**src/rtl/dir_input_conditioner.sv**
```systemverilog
// Direction button conditioner: synchronises, debounces and edge-detects the
// four raw N/S/E/W buttons. It turns them into registered one-hot move pulses.
// Presses that land on the same edge are rejected with a conflict pulse.
// A lone press is dropped while the game is frozen (enable low).
module dir_input_conditioner #(
  parameter int DEBOUNCE_CYCLES = 4
) (
  input  logic clk,
  input  logic reset,
  input  logic n_raw,
  input  logic s_raw,
  input  logic e_raw,
  input  logic w_raw,
  input  logic enable,
  output logic n,
  output logic s,
  output logic e,
  output logic w,
  output logic conflict
);

  localparam int CW = $clog2(DEBOUNCE_CYCLES + 1);
  localparam logic [CW-1:0] CNT_LAST = CW'(DEBOUNCE_CYCLES - 1);

  // Channel order everywhere: bit 3 = north, 2 = south, 1 = east, 0 = west.
  logic [3:0] raw;
  logic [3:0] press;
  logic [3:0] dir_reg;
  logic [3:0] dir_next;
  logic       conflict_reg;
  logic       conflict_next;

  assign raw = {n_raw, s_raw, e_raw, w_raw};

  generate
    for (genvar gi = 0; gi < 4; gi++) begin : g_ch
      logic          meta_reg;
      logic          sync_reg;
      logic          stable_reg;
      logic [CW-1:0] cnt_reg;

      // Synchroniser, then a run-length counter. The stable level flips only
      // after sync has disagreed with it for DEBOUNCE_CYCLES edges in a row.
      always_ff @(posedge clk or negedge reset) begin
        if (!reset) begin
          meta_reg   <= 1'b0;
          sync_reg   <= 1'b0;
          stable_reg <= 1'b0;
          cnt_reg    <= '0;
        end else begin
          meta_reg <= raw[gi];
          sync_reg <= meta_reg;
          if (sync_reg == stable_reg) begin
            cnt_reg <= '0;
          end else if (cnt_reg == CNT_LAST) begin
            stable_reg <= ~stable_reg;
            cnt_reg    <= '0;
          end else begin
            cnt_reg <= cnt_reg + CW'(1);
          end
        end
      end

      // A press is the edge on which the stable level is about to go 0 -> 1.
      // It is decoded from the toggle condition so the pulse is registered on
      // the same edge on which the stable level rises.
      assign press[gi] = (sync_reg != stable_reg) && (cnt_reg == CNT_LAST) &&
                         !stable_reg;
    end
  endgenerate

  // Arbitration: two or more presses on one edge give a conflict and no move.
  // A single press passes only while the game accepts moves.
  always_comb begin
    dir_next      = 4'b0000;
    conflict_next = 1'b0;
    if ((press & (press - 4'd1)) != 4'd0) begin
      conflict_next = 1'b1;
    end else if (enable) begin
      dir_next = press;
    end
  end

  // Output registers: every pulse lasts exactly one cycle.
  always_ff @(posedge clk or negedge reset) begin
    if (!reset) begin
      dir_reg      <= 4'b0000;
      conflict_reg <= 1'b0;
    end else begin
      dir_reg      <= dir_next;
      conflict_reg <= conflict_next;
    end
  end

  assign n        = dir_reg[3];
  assign s        = dir_reg[2];
  assign e        = dir_reg[1];
  assign w        = dir_reg[0];
  assign conflict = conflict_reg;

endmodule
```
**config.mk**
```make
export PLATFORM = sky130hd
export DESIGN_NAME = dir_input_conditioner
export DESIGN_NICKNAME = d
export VERILOG_FILES = /design/src/rtl/dir_input_conditioner.sv
export SDC_FILE = /design/constraint.sdc
export NUM_CORES = 1
export LEC_CHECK = 0
export CAP_MARGIN = 20
export CORE_MARGIN = 4
export CORE_UTILIZATION = 50
export DETAILED_ROUTE_END_ITERATION = 12
export DONT_BUFFER_PORTS = 1
export PLACE_DENSITY = 0.64
export SLEW_MARGIN = 5
export SYNTH_ARGS = -nofsm -noshare
export SYNTH_HDL_FRONTEND = slang
export SYNTH_SLANG_ARGS = --single-unit
export TNS_END_PERCENT = 100
```
**constraint.sdc**
```tcl
create_clock -name clk -period 1.2 [get_ports clk]
set_input_delay 0.12 -clock clk [delete_from_list [all_inputs] [get_ports clk]]
set_output_delay 0.12 -clock clk [all_outputs]
set_load 0.03 [all_outputs]
```
---- Word level (Yosys, flattened, before mapping) ----
Index checks and enable logic that the tools add are counted.
word-level totals
  bits in registers ....................... 29
  input port bits ......................... 7
  logic and storage cells ................. 72
cells by class
  add/subtract/negate cells ............... 5
  equal/unequal tests ..................... 12
  muxes and demuxes ....................... 11
  bitwise gates (word level) .............. 9
  reductions and logical operators ........ 17
operators with widths
  cell                                              count
  2-to-1 mux 3 bit                                  8
  adder 3 x 1 -> 3 bit, second input constant       4
  == test 3 x 2 -> 1 bit, second input constant     4
  logical AND 1 bit                                 8
  2-to-1 mux 4 bit                                  2
  inverter 1 bit                                    8
  AND reduction 2 bit                               4
  bitwise AND 4 bit                                 1
  == test 1 bit                                     4
  zero test 1 bit                                   4
  inequality test 1 bit                             4
  nonzero test 4 bit                                1
  subtractor 4 x 1 -> 4 bit, second input constant  1
  2-to-1 mux 1 bit                                  1

---- Longest topological paths before layout ----
  depth after elaboration ................. 7
  mapped depth ............................ 4
  gate-level depth less buffers ........... 4

---- Worst setup path after synthesis ----
No wires, ideal clock.
  kind .................................... register to register
  start ................................... register g_ch[3].cnt_reg[0]
  end ..................................... register g_ch[3].stable_reg
  library setup time ...................... 0.128 ns
  arrival ................................. 1.086 ns
  path slack .............................. -0.013 ns
  stages on the path, launching flop included .. 4
  buffers on the path ..................... 0
  cell sequence ........................... dfrtp_1 > ha_1 > nor2b_1 > mux2_1
between the ends
  longest elaborated chain between the ends .. 2
RTL lines
  item                           line  RTL
  start: declaration             40    logic [CW-1:0] cnt_reg;
  start signal: assignment       59    cnt_reg <= cnt_reg + CW'(1);
  == test 3 x 2 -> 1 bit         55    end else if (cnt_reg == CNT_LAST) begin
  AND reduction 2 bit (no line)  -
  end signal: assignment         56    stable_reg <= ~stable_reg;
  end: declaration               39    logic stable_reg;
Every way passes these cells.
A chain may end at the register's enable or synchronous reset.

---- Worst setup path in the final report ----
  start ................................... register g_ch[2].cnt_reg[0]
  end ..................................... register conflict_reg (netlist: conflict)
between the ends
  longest elaborated chain between the ends .. 7
RTL lines
  item                                 line  RTL
  start: declaration                   40
  start signal: assignment             59
  == test 3 x 2 -> 1 bit (*)           67    assign press[gi] = (sync_reg != stable_reg) && (cnt_reg == CNT_LAST) &&
  logical AND 1 bit (*) (2 in series)  67
  subtractor 4 x 1 -> 4 bit            77    if ((press & (press - 4'd1)) != 4'd0) begin
  bitwise AND 4 bit (*)                77
  nonzero test 4 bit (*)               77
  2-to-1 mux 1 bit (*)                 77
  named net conflict_next              31    logic conflict_next;
  end signal: assignment               91    conflict_reg <= conflict_next;
  end: declaration                     30    logic conflict_reg;
Mark *: on every way through the listed nets, which the timed path passes. The rest lies on a longest branch.

==> metrics <==
status finished, final reports clean; total CTS buffers 5; crit path from g_ch[2].cnt_reg[0]; Power Dens Cells ~1900 nW/um^2; Synth Area per Inst 15.3 sq um; r2r worst-path depth 4; most common cell after layout, fill and taps aside dfrtp_1; P_sw 756 uW; Final Slew Violations 0; sequential power share 0.488; sw frac 0.277; number of flip-flops in the largest register 12; Synth Register Bits 29; RR Endpoint conflict; worst rel slew slack 0.803; Clock power frac 0.243; MaxCap Viol Count 0; Leak Pwr 0.635 nW; initial core utilization 0.545; Wirelength per Cell 13.4 um; worst setup margin ~0.0095 ns; Cell Chain, Critical Path ha_4, nand4bb_1, maj3_2, a21oi_2; via/cell ratio 5.16; worst hold path type input port to asynchronous set/reset pin; Clock Path Buffers 2; nets 108; post-synthesis sequential area ratio 0.652; commonest non-fill, non-tap cells in the layout 29 x dfrtp_1, 10 x buf_4, 7 x nor3b_1, 6 x nor3_1, 6 x dlygate4sd3_1; Worst Setup Start Kind flip-flop; GRT Residual Overflow 0; DIE AREA 3050 sq um; post-route ant nets 0; Mapped Cells 73; Internal a little under 2 mW; Max FO, Critical Path 4; critical path endpoint category flip-flop; share of cells above drive strength 1 0.327; synth unique cells 17; TritonRoute pass-1 iters 4; RR Startpoint g_ch[2].cnt_reg[0]; CP max stage delay 0.39 ns; Final HPWL DP ~1100 um; Post-Synthesis Cell Area 1110 sq um; largest net degree at the start of global routing 30; gpl congestion a little over 0.6; # DRC 0; final core occ 0.702; Crit Path Category flip-flop to flip-flop; Clock Tree Root clkbuf_4; die height 55.2 um; Initial DRC Count 4; CTS Sinks 29; total number of vias 645; RSZ-0062 raised after global routing yes; logic gate share of total power 0.269; first-pass GRT wire length between 2000 and 3000 um; Final Cycle Share 0.992; initial antenna violation count 0; Final Skew ~0.015 ns; Clk pin slew, worst setup/hold paths 0.10 ns; reg-to-reg setup timing slack 0.01 ns; vias in the first global route 651; total number of yosys warnings 0; Worst-Skew Late Latency 0.32 ns; I/O pin count 12; crit path DAT between 1 and 1.5 ns; post-place setup slack -0.0497 ns; n_diodes 0; CTS tree done; Synthesized Nets 84; Die W approximately 55 um; P&R area growth vs syn 28.7%; Routed WL around 1700 um; Worst VDD drop 1.29 mV; final hold viol count 0; setup violators final 0; Slew @ Worst Pin 0.294 ns; gr usage total 0.132; H-tree depth 2; slowest cell on the critical path dfrtp_1; core area 2040 sq um; row count 16; number of port buffers 0; max frequency between 0.8 and 0.9 GHz; Worst EP required about 1.5 ns; fillers roughly 150; post-route minimum period 1.19 ns
## cells in the mapped netlist
| cell type | instances | area [sq um] |
|---|---|---|
| ha_1 | 4 | 50.1 |
| mux2_1 | 4 | 45.0 |
| nor2_1 | 1 | 3.75 |
| nor3_1 | 6 | 30.0 |
| nand3_1 | 2 | 10.0 |
| nand4bb_4 | 2 | 55.1 |
| nand4bb_1 | 2 | 22.5 |
| dfrtp_1 | 29 | 726 |
| inv_1 | 1 | 3.75 |
| nand2_1 | 1 | 3.75 |
| and3_1 | 2 | 12.5 |
| and4bb_1 | 1 | 12.5 |
| xnor2_1 | 4 | 35.0 |
| nor3b_1 | 7 | 52.6 |
| a21oi_2 | 1 | 8.76 |
| nor2b_1 | 5 | 31.3 |
| maj3_2 | 1 | 11.3 |
## final cells by class
| cell class | count | area, sq um | area share |
|---|---|---|---|
| Sequential cell | 29 | 726 | 0.507 |
| Multi-Input combinational cell | 43 | 444 | 0.310 |
| Timing Repair Buffer | 17 | 155 | 0.108 |
| Clock buffer | 7 | 65.1 | 0.0454 |
| Tap cell | 27 | 33.8 | 0.0236 |
| Clock inverter | 1 | 5.00 | 0.00349 |
| Inverter | 1 | 3.75 | 0.00262 |
## power groups by stage
| stage | Clock, mW | Combinational (mW) | Sequential, mW |
|---|---|---|---|
| 2_1_floorplan | 0 | 0.413 | 1.30 |
| 3_3_place_gp | 0 | 0.526 | 1.30 |
| 3_5_place_dp | 0 | 0.562 | 1.32 |
| 4_1_cts | 0.685 | 0.660 | 1.32 |
| 5_1_grt | 0.745 | 0.814 | 1.35 |
| 6_report | 0.663 | 0.734 | 1.33 |
## critical path: cells and delay by family (launching register included)
family / cells / cell delay [ns]
adder cells (fa/ha/maj): 2 / 0.49
AO/OA/AOI/OAI: 1 / 0.12
AND/OR/NAND/NOR: 1 / 0.14
flip-flops: 1 / 0.39
## per-layer routing
metal	routed length, um	track usage
met1	718	0.136
met2	806	0.211
met3	115	0.0724
met4	38	0.0729
met5	0	0
## metrics by stage
stage / area (sq um) / power [mW] / std cells / hold WS, ns / setup TNS, ns
3_5_place_dp: 1200 / 1.88 / 106 / -0.175 / -0.169
3_3_place_gp: 1200 / 1.83 / 106 / -0.175 / -0.0506
6_report: 1430 / 2.73 / 125 / 0.235 / 0
4_1_cts: 1390 / 2.66 / 122 / 0.209 / 0
2_1_floorplan: 1120 / 1.71 / 73 / -0.176 / 0
5_1_grt: 1430 / 2.91 / 125 / 0.220 / -0.0697
## repair_timing
action                                  CTS  global route
pin swaps                                 5             1
buffers inserted                          1             3
gates resized for setup                   8             3
hold buffers                              7             0
endpoints found under the setup margin    8            10
hold endpoints to repair                 37             0
## cells by family (layout without fill, tap and decap cells)
| logic type | after synthesis | count (layout) | synth area share |
|---|---|---|---|
| compound gates | 1 | 1 | 0.00787 |
| xor+xnor | 4 | 4 | 0.0315 |
| fa+ha+maj | 5 | 5 | 0.0551 |
| buf+inv | 1 | 26 | 0.00337 |
| flops | 29 | 29 | 0.652 |
| mux | 4 | 4 | 0.0404 |
| simple gates | 29 | 29 | 0.210 |
## worst max-delay path by stage
| stage | endpoint | slack [ns] |
|---|---|---|
| 6_report | conflict | 0.01 |
| 5_1_grt | conflict | -0.04 |
| 2_1_floorplan | g_ch[3].stable_reg | 0.01 |
| 3_5_place_dp | conflict | -0.05 |
| 3_3_place_gp | g_ch[3].stable_reg | -0.03 |
| 4_1_cts | conflict | 0.003 |
(Power assumes the default switching activity.)
